`src/rtl/round_sat_pipe.sv`:
```
// round_sat_pipe: multi-lane elastic requantiser.
// Converts signed Q(2I).(2F) lane products to Q(I).(F) with a selectable
// rounding mode (0 floor, 1 half-up, 2 half-even, 3 bypass), saturation,
// per-lane saturation flags and a saturating per-beat saturation counter.
// Two registered stages: stage 1 rounds, stage 2 saturates.
//
// Ports:
//   clk, rst          clock, async active-high reset
//   mode              rounding mode, captured with each accepted beat
//   in_valid/ready    input handshake; in_ready is combinational from out_ready
//   in_data           LANES x 2W two's-complement lanes
//   out_valid/ready   output handshake
//   out_data/out_sat  LANES x W results and per-lane saturation flags
//   clr_stats         synchronous clear of sat_count (wins over a handshake)
//   sat_count         delivered beats with any saturated lane, sticks at max

// Per-lane datapath: round into stage 1, saturate into stage 2.
module round_sat_lane #(
  parameter int W = 16,
  parameter int F = 9
) (
  input  logic           clk,
  input  logic           rst,
  input  logic           i_ld1,     // stage 1 captures i_x
  input  logic           i_ld2,     // stage 2 captures stage 1
  input  logic [1:0]     i_mode,    // mode of the beat entering stage 1
  input  logic [1:0]     i_mode_s1, // mode of the beat held in stage 1
  input  logic [2*W-1:0] i_x,
  output logic [W-1:0]   o_data,
  output logic           o_sat
);
  localparam int XW = 2 * W;
  localparam int RW = XW - F + 1;  // one guard bit so s + inc cannot wrap

  logic          w_inc;
  logic [RW-1:0] w_r;
  logic [RW-1:0] r_r;
  logic [W-1:0]  r_byp;
  logic [RW-W:0] w_hi;
  logic          w_ovf;
  logic [W-1:0]  w_dat;

  always_comb begin
    w_inc = 1'b0;
    case (i_mode)
      2'd1:    w_inc = i_x[F-1];
      // ties go up only when the kept LSB is odd
      2'd2:    w_inc = i_x[F-1] & ((|i_x[F-2:0]) | i_x[F]);
      default: ;
    endcase
  end

  // x >>> F is just the top XW-F bits; sign-extend one more bit before adding
  assign w_r = {i_x[XW-1], i_x[XW-1:F]} + {{(RW-1){1'b0}}, w_inc};

  always_ff @(posedge clk or posedge rst) begin
    if (rst) begin
      r_r   <= '0;
      r_byp <= '0;
    end else if (i_ld1) begin
      r_r   <= w_r;
      r_byp <= i_x[W-1:0];
    end
  end

  // fits in W bits iff all bits from the W-1 sign position upward agree
  assign w_hi  = r_r[RW-1:W-1];
  assign w_ovf = !((&w_hi) || !(|w_hi));

  always_comb begin
    w_dat = r_r[W-1:0];
    if (i_mode_s1 == 2'd3)
      w_dat = r_byp;
    else if (w_ovf)
      w_dat = r_r[RW-1] ? {1'b1, {(W-1){1'b0}}} : {1'b0, {(W-1){1'b1}}};
  end

  always_ff @(posedge clk or posedge rst) begin
    if (rst) begin
      o_data <= '0;
      o_sat  <= 1'b0;
    end else if (i_ld2) begin
      o_data <= w_dat;
      o_sat  <= (i_mode_s1 != 2'd3) && w_ovf;
    end
  end
endmodule

module round_sat_pipe #(
  parameter int INT_BITS  = 7,
  parameter int FRAC_BITS = 9,
  parameter int LANES     = 4,
  parameter int CNT_W     = 16
) (
  input  logic                                      clk,
  input  logic                                      rst,
  input  logic [1:0]                                mode,
  input  logic                                      in_valid,
  output logic                                      in_ready,
  input  logic [LANES*2*(INT_BITS+FRAC_BITS)-1:0]   in_data,
  output logic                                      out_valid,
  input  logic                                      out_ready,
  output logic [LANES*(INT_BITS+FRAC_BITS)-1:0]     out_data,
  output logic [LANES-1:0]                          out_sat,
  input  logic                                      clr_stats,
  output logic [CNT_W-1:0]                          sat_count
);
  localparam int W = INT_BITS + FRAC_BITS;

  logic [2:1] r_vld_pipe;  // [1] stage 1 valid, [2] stage 2 valid
  logic [1:0] r_mode1;
  logic       w_en1, w_en2, w_ld1, w_ld2, w_hs;

  assign w_en2     = !r_vld_pipe[2] || out_ready;
  assign w_en1     = !r_vld_pipe[1] || w_en2;
  assign w_ld1     = w_en1 && in_valid;
  assign w_ld2     = w_en2 && r_vld_pipe[1];
  assign in_ready  = w_en1;
  assign out_valid = r_vld_pipe[2];
  assign w_hs      = out_valid && out_ready;

  always_ff @(posedge clk or posedge rst) begin
    if (rst) begin
      r_vld_pipe <= '0;
      r_mode1    <= '0;
    end else begin
      if (w_en1) r_vld_pipe[1] <= in_valid;
      if (w_en2) r_vld_pipe[2] <= r_vld_pipe[1];
      if (w_ld1) r_mode1 <= mode;
    end
  end

  for (genvar k = 0; k < LANES; k++) begin : g_lane
    round_sat_lane #(.W(W), .F(FRAC_BITS)) u_lane (
      .clk      (clk),
      .rst      (rst),
      .i_ld1    (w_ld1),
      .i_ld2    (w_ld2),
      .i_mode   (mode),
      .i_mode_s1(r_mode1),
      .i_x      (in_data[k*2*W +: 2*W]),
      .o_data   (out_data[k*W +: W]),
      .o_sat    (out_sat[k])
    );
  end

  always_ff @(posedge clk or posedge rst) begin
    if (rst)
      sat_count <= '0;
    else if (clr_stats)
      sat_count <= '0;
    else if (w_hs && (|out_sat) && !(&sat_count))
      sat_count <= sat_count + {{(CNT_W-1){1'b0}}, 1'b1};
  end
endmodule
```
`config.mk`:
```
export PLATFORM = sky130hd
export DESIGN_NAME = round_sat_pipe
export DESIGN_NICKNAME = d
export VERILOG_FILES = /design/src/rtl/round_sat_pipe.sv
export SDC_FILE = /design/constraint.sdc
export NUM_CORES = 1
export LEC_CHECK = 0
export CORE_MARGIN = 3
export CORE_UTILIZATION = 58
export DETAILED_ROUTE_END_ITERATION = 10
export HOLD_SLACK_MARGIN = 0.05
export PLACE_DENSITY = 0.83
export SLEW_MARGIN = 25
export SYNTH_ARGS = -nofsm -noshare
export SYNTH_HDL_FRONTEND = slang
export SYNTH_HIERARCHICAL = 1
export SYNTH_SLANG_ARGS = --single-unit
export TNS_END_PERCENT = 100
```
`constraint.sdc`:
```
create_clock -name clk -period 4 [get_ports clk]
set_clock_uncertainty 0.2 [all_clocks]
set_input_delay 0.4 -clock clk [delete_from_list [all_inputs] [get_ports clk]]
set_output_delay 0.4 -clock clk [all_outputs]
set_load 0.1 [all_outputs]
```
==> results.py <==
metrics = {
    "status": {
        "status": "finished clean",
    },
    "synth": {
        "syn_area_per_cell_sq_um": 10.2,
        "synth-async-reset-ratio": 1.00,
        "synth_ff_type": "dfrtp_1",
        "ys_ff_latch": 248,
        "ys_types": 66,
        "synth_area_sq_um": 12700,
        "synth_nets": 1393,
        "yosys-top-cells-area": "dfrtp_1 (49%), mux2_2 (7.1%), a21oi_1 (4.3%)",
        "synth-seq-area-share": 0.490,
        "yosysTopAreaCell": "dfrtp_1",
        "synth.cells.most_frequent": "dfrtp_1 (248), a21oi_1 (109), nor2_1 (105)",
        "synthCells": 1237,
        "synth-edff-count": 0,
        "ys_warn_count": 6,
        "netlist.area_leader.share": 0.490,
        "yosysMostFrequentCell": "dfrtp_1",
    },
    "final_layout": {
        "fin_nets": 1599,
        "drive_gt1_frac": 0.142,
        "diodes": 0,
        "fin_area_sq_um": 16000,
        "area_delta_synth_final_pct": 25.9,
    },
    "global_routing": {
        "antenna_found_initial": 0,
        "grt_max_degree": 121,
        "grt_overflow": 0,
        "grt_first_pass_wirelength_microns": 56300,
        "grtUsageTotal": 0.288,
        "grt_pass1_vias": 10700,
    },
    "place": {
        "place_area_sq_um": 15100,
        "finalWeightedCongestion": 0.906,
        "dp_hpwl_microns": 24900,
        "portBuffers": 220,
    },
    "pwr": {
        "p_int_uw": 5270,
        "ir_drop_mv": 0.581,
        "pwr-share-seq": 0.377,
        "combPwrFrac": 0.334,
        "clkPwrFrac": 0.290,
        "powerDensity_nw_per_um2": 539,
        "switching_share": 0.388,
        "power_uw": 8610,
        "leakagePower_uw": 0.00613,
        "p_switching_uw": 3340,
    },
    "floorplan": {
        "die-area_sq_um": 23700,
        "die_w_microns": 154,
        "die_y_microns": 154,
        "io_pins": 221,
        "start_util": 0.597,
        "fp-row-count": 53,
        "core_sq_um": 21200,
    },
    "sta": {
        "timing.fmax_mhz": 298,
        "worstMarginPinSlew_ps": 1070,
        "setup_viol": 0,
        "tns_ps": 0,
        "period_share": 0.839,
        "post-route-min-period_ps": 3350,
        "hold_ws_ps": 275,
        "drv_slew": 0,
        "slew_headroom": 0.285,
        "hold_viol_final": 0,
        "grt_setup_unrepaired": "false",
    },
    "routing": {
        "antenna_left": 0,
        "drcViolationCount": 0,
        "vias": 11000,
        "dr.pass1.iters": 5,
        "routedWlPerCell_microns": 20.2,
        "routed_wirelength_microns": 35000,
        "drtIter0Drc": 937,
        "via_per_inst": 6.32,
    },
    "cts": {
        "cts_buffer_depth": 3,
        "path_clk_slew_ps": 60,
        "cts_inserted_buffers": 26,
        "cts_tree": "built",
        "post_cts_resized": 0,
        "cts_max_level": 1,
        "clk_latency_ps": 520,
        "postCtsSetupRepairBufs": 0,
        "root_buffer": "clkbuf_16",
        "cts_sinks": 248,
        "ctsHoldBuffers": 0,
    },
    "critical_path": {
        "r2r_cells": 4,
        "required_ps": 4190,
        "critPathMaxFanout": 8,
        "critPathLaunchType": "input pin",
        "critPathCaptureType": "flop",
        "worst-setup-path-type": "in2reg",
        "arrival_ps": 3540,
    },
    "flow_run": {
        "maxCapViolCount": 0,
    },
    "min_path": {
        "holdPathStages": 2,
        "hold_path.class": "in2reg",
    },
}
layout make-up:
type / count / area (sq um)
Multi-Input combinational cell: 885 / 5980
Sequential cell: 248 / 6210
Inverter: 41 / 159
Fill cell: 1507 / 5260
Clock inverter: 6 / 105
Tap cell: 275 / 344
Timing Repair Buffer: 241 / 2380
Clock buffer: 39 / 781
stage by stage:
| stage | worst slack (ps) | cells | utilization |
|---|---|---|---|
| after global routing | 497 | 1735 | 0.752 |
| after global placement | 285 | 1690 | 0.710 |
| after floorplan | 379 | 1237 | - |
| after CTS | 685 | 1735 | 0.752 |
| after detailed placement | 160 | 1690 | 0.710 |
| final | 645 | 1735 | 0.752 |
worst paths after layout:
kind | from | to | slack [ps]
min reg2reg | r_vld_pipe[1] | r_vld_pipe[2] | 280
max reg2reg | g_lane[2].u_lane/r_r[23] | g_lane[2].u_lane/o_data[14] | 1320
max in group asynchronous | rst | g_lane[3].u_lane/r_r[22] | 2420
min | in_valid | r_vld_pipe[1] | 270
min in group asynchronous | rst | g_lane[2].u_lane/o_data[8] | 340
max | mode[0] | g_lane[2].u_lane/r_r[20] | 650
cell usage in the layout (no fill, tap or decap), types with 44 or more instances in the layout:
| cell type | n |
|---|---|
| a21oi_1 | 109 |
| nand4_1 | 44 |
| nand2_1 | 47 |
| o22ai_1 | 60 |
| o21ai_0 | 47 |
| mux2_2 | 80 |
| nor2_1 | 105 |
| nand3_1 | 51 |
| clkdlybuf4s50_1 | 219 |
| dfrtp_1 | 248 |
power by group through the flow:
stage               Sequential (uW)  Combinational, uW  Clock (uW)
finish                         3240               2870        2500
global route                   3290               3000        2620
CTS                            3240               2870        2520
detailed placement             3270               2860           0
global placement               3250               2820           0
floorplan                      4550                720           0
routing by layer:
metal,part of all wire,GRT usage,routed length (microns)
met1,0.41,0.407,14500
met2,0.49,0.478,17000
met3,0.078,0.0431,2720
met4,0.022,0.0685,754
met5,0,0,0
sequential cells by signal, indices dropped and copies added, names as in the netlist:
name	cells
g_lane.u_lane/r_r	96
g_lane.u_lane/r_byp	64
r_vld_pipe	2
r_mode1	2
g_lane.u_lane/o_sat	4
sat_count	16
g_lane.u_lane/o_data	64
kinds of logic after synthesis:
| kind of cell | synth area share |
|---|---|
| compound gates | 0.161 |
| xor+xnor | 0.0332 |
| fa+ha+maj | 0.0207 |
| buf+inv | 0.0394 |
| flops | 0.490 |
| mux | 0.0798 |
| simple gates | 0.177 |
worst max-delay path, cell delays in order:
cell             delay (ps)
clkdlybuf4s50_1         690
inv_1                    80
ha_1                    300
nor3b_1                 370
ha_1                    300
ha_1                    230
nand4_1                 260
nor4_4                  450
nor2_1                   90
or3_1                   360
No activity file was read; power rests on OpenSTA's default activity.
